**config.mk**
```make
export PLATFORM = sky130hd
export DESIGN_NAME = instr_encoder
export DESIGN_NICKNAME = d
export VERILOG_FILES = /design/src/rtl/instr_enc_pkg.sv /design/src/rtl/instr_enc_pack.sv /design/src/rtl/instr_encoder.sv
export SDC_FILE = /design/constraint.sdc
export NUM_CORES = 1
export LEC_CHECK = 0
export ABC_AREA = 1
export CORE_UTILIZATION = 25
export CTS_CLUSTER_DIAMETER = 30
export CTS_CLUSTER_SIZE = 28
export DETAILED_ROUTE_END_ITERATION = 16
export GPL_TIMING_DRIVEN = 0
export PLACE_DENSITY_LB_ADDON = 0.15
export SYNTH_ARGS = -nofsm -noshare
export SYNTH_HDL_FRONTEND = slang
export SYNTH_SLANG_ARGS = --single-unit
```
**constraint.sdc**
```tcl
create_clock -name clk -period 3.1 [get_ports clk]
set_input_delay 0.31 -clock clk [delete_from_list [all_inputs] [get_ports clk]]
set_output_delay 0.31 -clock clk [all_outputs]
set_load 0.005 [all_outputs]
```
**src/rtl/instr_enc_pkg.sv**
```systemverilog
// Shared types and constants for the RV32I instruction encoder:
// field classes, opcodes, funct7 values, illegal-reason codes and FSM states.
package instr_enc_pkg;

    typedef enum logic [3:0] {
        CLS_LOAD   = 4'd0,
        CLS_STORE  = 4'd1,
        CLS_LUI    = 4'd2,
        CLS_AUIPC  = 4'd3,
        CLS_OP     = 4'd4,
        CLS_OPIMM  = 4'd5,
        CLS_BRANCH = 4'd6,
        CLS_JAL    = 4'd7,
        CLS_JALR   = 4'd8,
        CLS_MULDIV = 4'd9
    } instr_class_e;

    localparam logic [6:0] OPC_LOAD   = 7'b0000011;
    localparam logic [6:0] OPC_STORE  = 7'b0100011;
    localparam logic [6:0] OPC_LUI    = 7'b0110111;
    localparam logic [6:0] OPC_AUIPC  = 7'b0010111;
    localparam logic [6:0] OPC_OP     = 7'b0110011;
    localparam logic [6:0] OPC_OPIMM  = 7'b0010011;
    localparam logic [6:0] OPC_BRANCH = 7'b1100011;
    localparam logic [6:0] OPC_JAL    = 7'b1101111;
    localparam logic [6:0] OPC_JALR   = 7'b1100111;

    localparam logic [6:0] F7_ZERO   = 7'b0000000;
    localparam logic [6:0] F7_MULDIV = 7'b0000001;

    typedef enum logic [2:0] {
        ILL_NONE      = 3'd0,
        ILL_CLASS     = 3'd1,
        ILL_IMM_RANGE = 3'd2,
        ILL_IMM_ALIGN = 3'd3,
        ILL_FUNCT3    = 3'd4
    } ill_reason_e;

    typedef enum logic [1:0] {
        ST_IDLE   = 2'd0,
        ST_STREAM = 2'd1,
        ST_FULL   = 2'd2,
        ST_ERR    = 2'd3
    } enc_state_e;

    // funct7 for OP and the upper shift-immediate bits: alt only lands in bit 30
    function automatic logic [6:0] alt_funct7(input logic alt);
        return {1'b0, alt, 5'b00000};
    endfunction

endpackage

```
**src/rtl/instr_enc_pack.sv**
```systemverilog
// Combinational field-to-word packer with legality check.
// Macro INSTR_ENC_RVM_EN makes class 9 (MULDIV) a legal class.
module instr_pack
    import instr_enc_pkg::*;
(
    input  logic [3:0]  in_class,
    input  logic [2:0]  in_funct3,
    input  logic        in_alt,
    input  logic [4:0]  in_rd,
    input  logic [4:0]  in_rs1,
    input  logic [4:0]  in_rs2,
    input  logic [31:0] in_imm,
    output logic [31:0] word,
    output logic        legal
);

    ill_reason_e reason;
    logic        imm_i_ok;
    logic        imm_b_ok;
    logic        imm_j_ok;
    logic        shamt_ok;
    logic        imm_u_ok;
    logic        is_shift;

    // a value fits a signed N-bit field when all bits from N-1 upward agree
    assign imm_i_ok = (in_imm[31:11] == '0) || (in_imm[31:11] == '1);
    assign imm_b_ok = (in_imm[31:12] == '0) || (in_imm[31:12] == '1);
    assign imm_j_ok = (in_imm[31:20] == '0) || (in_imm[31:20] == '1);
    assign shamt_ok = (in_imm[31:5] == '0);
    assign imm_u_ok = (in_imm[11:0] == '0);
    assign is_shift = (in_funct3 == 3'b001) || (in_funct3 == 3'b101);

    // pack the word for the selected format and flag the first legality problem
    always_comb begin
        word   = '0;
        reason = ILL_NONE;
        case (in_class)
            CLS_LOAD: begin
                word = {in_imm[11:0], in_rs1, in_funct3, in_rd, OPC_LOAD};
                if (in_funct3 == 3'd3 || in_funct3 == 3'd6 || in_funct3 == 3'd7)
                    reason = ILL_FUNCT3;
                else if (!imm_i_ok)
                    reason = ILL_IMM_RANGE;
            end
            CLS_STORE: begin
                word = {in_imm[11:5], in_rs2, in_rs1, in_funct3, in_imm[4:0], OPC_STORE};
                if (in_funct3 > 3'd2)
                    reason = ILL_FUNCT3;
                else if (!imm_i_ok)
                    reason = ILL_IMM_RANGE;
            end
            CLS_LUI: begin
                word = {in_imm[31:12], in_rd, OPC_LUI};
                if (!imm_u_ok)
                    reason = ILL_IMM_ALIGN;
            end
            CLS_AUIPC: begin
                word = {in_imm[31:12], in_rd, OPC_AUIPC};
                if (!imm_u_ok)
                    reason = ILL_IMM_ALIGN;
            end
            CLS_OP: begin
                word = {(is_shift || in_funct3 == 3'b000) && in_funct3 != 3'b001
                            ? alt_funct7(in_alt) : F7_ZERO,
                        in_rs2, in_rs1, in_funct3, in_rd, OPC_OP};
            end
            CLS_OPIMM: begin
                if (is_shift) begin
                    word = {alt_funct7(in_alt), in_imm[4:0], in_rs1, in_funct3, in_rd, OPC_OPIMM};
                    if (!shamt_ok)
                        reason = ILL_IMM_RANGE;
                end else begin
                    word = {in_imm[11:0], in_rs1, in_funct3, in_rd, OPC_OPIMM};
                    if (!imm_i_ok)
                        reason = ILL_IMM_RANGE;
                end
            end
            CLS_BRANCH: begin
                word = {in_imm[12], in_imm[10:5], in_rs2, in_rs1, in_funct3,
                        in_imm[4:1], in_imm[11], OPC_BRANCH};
                if (in_funct3 == 3'd2 || in_funct3 == 3'd3)
                    reason = ILL_FUNCT3;
                else if (in_imm[0])
                    reason = ILL_IMM_ALIGN;
                else if (!imm_b_ok)
                    reason = ILL_IMM_RANGE;
            end
            CLS_JAL: begin
                word = {in_imm[20], in_imm[10:1], in_imm[11], in_imm[19:12], in_rd, OPC_JAL};
                if (in_imm[0])
                    reason = ILL_IMM_ALIGN;
                else if (!imm_j_ok)
                    reason = ILL_IMM_RANGE;
            end
            CLS_JALR: begin
                word = {in_imm[11:0], in_rs1, in_funct3, in_rd, OPC_JALR};
                if (in_funct3 != 3'd0)
                    reason = ILL_FUNCT3;
                else if (!imm_i_ok)
                    reason = ILL_IMM_RANGE;
            end
`ifdef INSTR_ENC_RVM_EN
            CLS_MULDIV: begin
                word = {F7_MULDIV, in_rs2, in_rs1, in_funct3, in_rd, OPC_OP};
            end
`endif
            default: begin
                reason = ILL_CLASS;
            end
        endcase
    end

    assign legal = (reason == ILL_NONE);

endmodule

```
**src/rtl/instr_encoder.sv**
```systemverilog
// Streaming RV32I encoder: accepts decoded field sets, packs them and writes
// legal words sequentially into instruction memory via a registered port.
// Optional macro INSTR_ENC_RVM_EN (handled in instr_pack) enables MULDIV.
//
// state  | meaning
// IDLE   | waiting for the first start
// STREAM | accepting field sets, writing words
// FULL   | DEPTH words written and drained; waiting for start
// ERR    | illegal field seen with HALT_ON_ERR=1; waiting for start
module instr_encoder
    import instr_enc_pkg::*;
#(
    parameter int ADDR_W      = 32,
    parameter int DEPTH       = 256,
    parameter int HALT_ON_ERR = 1
) (
    input  logic              clk,
    input  logic              rst,
    input  logic              start,
    input  logic [ADDR_W-1:0] base_addr,
    input  logic              in_valid,
    output logic              in_ready,
    input  logic [3:0]        in_class,
    input  logic [2:0]        in_funct3,
    input  logic              in_alt,
    input  logic [4:0]        in_rd,
    input  logic [4:0]        in_rs1,
    input  logic [4:0]        in_rs2,
    input  logic [31:0]       in_imm,
    output logic              mem_we,
    input  logic              mem_ready,
    output logic [ADDR_W-1:0] mem_addr,
    output logic [31:0]       mem_wdata,
    output logic              done,
    output logic              err,
    output logic [7:0]        err_cnt
);

    localparam int              CNT_W   = $clog2(DEPTH + 1);
    localparam logic [CNT_W-1:0] DEPTH_C = CNT_W'(DEPTH);

    enc_state_e       state;
    enc_state_e       next_state;
    logic [CNT_W-1:0] count;
    logic [31:0]      word;
    logic             word_legal;
    logic             accept;
    logic             drain;

    instr_pack u_pack (
        .in_class  (in_class),
        .in_funct3 (in_funct3),
        .in_alt    (in_alt),
        .in_rd     (in_rd),
        .in_rs1    (in_rs1),
        .in_rs2    (in_rs2),
        .in_imm    (in_imm),
        .word      (word),
        .legal     (word_legal)
    );

    assign in_ready = (state == ST_STREAM) && (count < DEPTH_C) && (!mem_we || mem_ready);
    assign accept   = in_valid && in_ready;
    assign drain    = mem_we && mem_ready;
    assign done     = (state == ST_FULL);

    // state register
    always_ff @(posedge clk or posedge rst) begin
        if (rst)
            state <= ST_IDLE;
        else
            state <= next_state;
    end

    // next-state logic; start restarts the stream from any state
    always_comb begin
        next_state = state;
        if (start) begin
            next_state = ST_STREAM;
        end else begin
            case (state)
                ST_STREAM: begin
                    if (accept && !word_legal && (HALT_ON_ERR != 0))
                        next_state = ST_ERR;
                    else if (count == DEPTH_C && !mem_we)
                        next_state = ST_FULL;
                end
                default: next_state = state;
            endcase
        end
    end

    // output register, address/word counter and error bookkeeping
    always_ff @(posedge clk or posedge rst) begin
        if (rst) begin
            mem_we    <= 1'b0;
            mem_addr  <= '0;
            mem_wdata <= '0;
            count     <= '0;
            err       <= 1'b0;
            err_cnt   <= '0;
        end else if (start) begin
            mem_we   <= 1'b0;
            mem_addr <= base_addr & ~ADDR_W'(3);
            count    <= '0;
            err      <= 1'b0;
            err_cnt  <= '0;
        end else begin
            if (drain) begin
                mem_we   <= 1'b0;
                mem_addr <= mem_addr + ADDR_W'(4);
            end
            if (accept) begin
                if (word_legal) begin
                    mem_we    <= 1'b1;
                    mem_wdata <= word;
                    count     <= count + CNT_W'(1);
                end else begin
                    err <= 1'b1;
                    if (err_cnt != 8'hFF)
                        err_cnt <= err_cnt + 8'd1;
                end
            end
        end
    end

endmodule

```
==> flow_summary.json <==
{
  "gp_congestion": 0.924,
  "cts_resized": 0,
  "area_growth_pct": 43.5,
  "ant_nets": 0,
  "drc": 0,
  "cts_tree": "built",
  "grt_first_pass_wirelength_um": 30600,
  "ir_worst_vdd_v": 0.000233,
  "start_util": 0.257,
  "wl_um": 19800,
  "avgRoutedWirePerCell_um": 15.7,
  "viasPerCell": 4.55,
  "port_buffers": 163,
  "std_cell_rows": 53,
  "synth-edff-count": 0,
  "overflow": 0,
  "worst_setup_path_start_kind": "input pin",
  "finalCritPeriodShare": 0.826,
  "power.density_nw_per_um2": 460,
  "cts_root_buffer": "clkbuf_16",
  "numClockSinks": 82,
  "antenna_found_initial": 0,
  "detailed_place_hpwl_um": 15500,
  "synth_top_cell_by_area": "dfrtp_1",
  "drt_iter0_markers": 368,
  "syn-cell-area_sq_um": 5410,
  "postCtsSetupBuffers": 0,
  "die_w_um": 149,
  "cp-end-kind": "flop",
  "fillers": 2298,
  "finalNetCount": 1080,
  "synth_top_area_share": 0.379,
  "grt_pass1_vias": 5396,
  "outcome": "complete, no violations",
  "final_common_cell": "nand2_1",
  "hold_violations": 0,
  "place_inst": 1248,
  "clk_pin_slew_worst_paths_ns": 0.07,
  "fin_skew_ns": 0.0106,
  "core_area_sq_um": 21100,
  "ys_ff_latch": 82,
  "worstSetupStartpoint": "in_class[3]",
  "die_y_um": 149,
  "fin_ws_ns": 0.539,
  "die_area_sq_um": 22200,
  "total_leakage_power_nw": 3.52,
  "yosys.cell_types.count": 40,
  "cap_violations": 0,
  "setup_viol": 0,
  "syn_area_per_cell_sq_um": 6.70,
  "hp-class": "in -> async",
  "slew_viol_final": 0,
  "path_class": "in -> reg",
  "max_freq_mhz": 390,
  "ys_warn_count": 0,
  "cts_hold_repair.buffers": 0,
  "dr_total_vias": 5758,
  "drive_above_1_share": 0.0435,
  "cts.path.max_buffers": 2,
  "final_cell_mix": "nand2_1, clkdlybuf4s50_1, nor2_1, dfrtp_1, inv_1",
  "multi_input_area_sq_um": 2940,
  "htree_levels": 3,
  "critPathMaxFanout": 8,
  "first_pass_iters": 4,
  "yosys_most_used_dff": "dfrtp_1",
  "cts_buffers": 9,
  "grt_usage": 0.181,
  "synth_area_leaders": "dfrtp_1, nand2_1, nor2_1",
  "postSynthCellCount": 808,
  "async_flop_share": 1.00,
  "place_ws_ns": 0.264,
  "slew-limit-headroom": 0.572,
  "register_area_sq_um": 2050,
  "r2r-start": "mem_addr[2]$_DFFE_PP0N_",
  "rsz0062_at_grt": "false",
  "yosysSeqAreaShare": 0.379,
  "required_ns": 3.33,
  "pin_count": 168,
  "clock_latency_ns": 0.35,
  "final_cells": 1265,
  "grt_max_degree": 58,
  "min_period_ns": 2.56,
  "worst_pin_slew_ns": 0.642,
  "worstPathArrival_ns": 2.79
}
final timing paths:
kind / to / slack, ns / depth (start not counted)
hold / removal: mem_addr[23]$_DFFE_PP0N_ / 0.30 / 2
hold reg to reg: mem_wdata[26]$_DFFE_PP0P_ / 0.48 / 2
setup reg to reg: mem_addr[22]$_DFFE_PP0N_ / 0.73 / 12
max in group asynchronous: mem_wdata[25]$_DFFE_PP0P_ / 2.18 / 3
min in group clk: mem_wdata[26]$_DFFE_PP0P_ / 0.48 / 2
setup / recovery: mem_wdata[12]$_DFFE_PP0P_ / 0.54 / 12
worst max-delay path, cell delays in order:
cell and delay (ns):
clkdlybuf4s50_1 0.54, inv_2 0.06, nand2_1 0.13, inv_2 0.05
nand2_1 0.13, inv_1 0.09, nor2_1 0.37, o21ai_0 0.20
nor3_2 0.41, o21ai_0 0.31, nand2_1 0.14, nand2_1 0.05
flip-flops by register name, summed over array words and instances, names as in the netlist:
name and cells:
mem_addr 30, err 1, mem_we 1, count 9, err_cnt 8, state 2
mem_wdata 31
where the power goes:
| part | total, W | internal [W] | switching (W) |
|---|---|---|---|
| clock network | 0.00127 | 0.000793 | 0.000473 |
| registers | 0.00135 | 0.00122 | 0.000129 |
| logic | 0.000952 | 0.000510 | 0.000442 |
cell usage after synthesis (all sizes together) (4+ instances only):
cell	n
nand2	284
nor2	110
dfrtp	82
inv	79
o21ai	49
nand3	48
nand4	23
xor2	20
a21oi	16
buf	13
nor3	13
o211ai	12
clkbuf	11
xnor2	9
nand3b	7
o22ai	6
a22oi	4
a31oi	4
ha	4
metal layers:
| metal | vias up | global-route usage | share of wire |
|---|---|---|---|
| li1 | 2954 | - | - |
| met2 | 144 | 0.287 | 0.46 |
| met3 | 5 | 0.0324 | 0.044 |
| met1 | 2655 | 0.258 | 0.49 |
| met4 | 0 | 0.0337 | 0.0055 |
| met5 | - | 0 | 0 |
cell type report:
class | count | area share
tap | 275 | 0.0443
sequential | 82 | 0.264
inverter | 80 | 0.0390
antenna | 1 | 0.000322
clock inverter | 6 | 0.0145
clock buffer | 10 | 0.0295
timing repair buffer | 164 | 0.214
multi-input combinational | 623 | 0.379
buffer | 24 | 0.0155
kinds of logic after synthesis:
kind of cell             Yosys count  share of synthesized area
flip-flops                        82                      0.379
AND/OR/NAND/NOR                  493                      0.386
AO/OA/AOI/OAI                     95                      0.100
other                              1                   0.000693
adder cells (fa/ha/maj)            4                    0.00925
XOR/XNOR                          29                     0.0469
buffers and inverters            104                     0.0777
stage by stage:
stage	hold WS, ns	total power, W	TNS, ns	area [sq um]	utilization
final	0.295	0.00357	0	7760	0.368
after detailed placement	0.464	0.00233	0	7420	0.352
after floorplan	0.437	0.00172	0	5410	-
after CTS	0.308	0.00362	0	7760	0.368
after global placement	0.464	0.00233	-84.23	7390	0.350
after global routing	0.322	0.00377	0	7760	0.368
(Power assumes the default switching activity.)
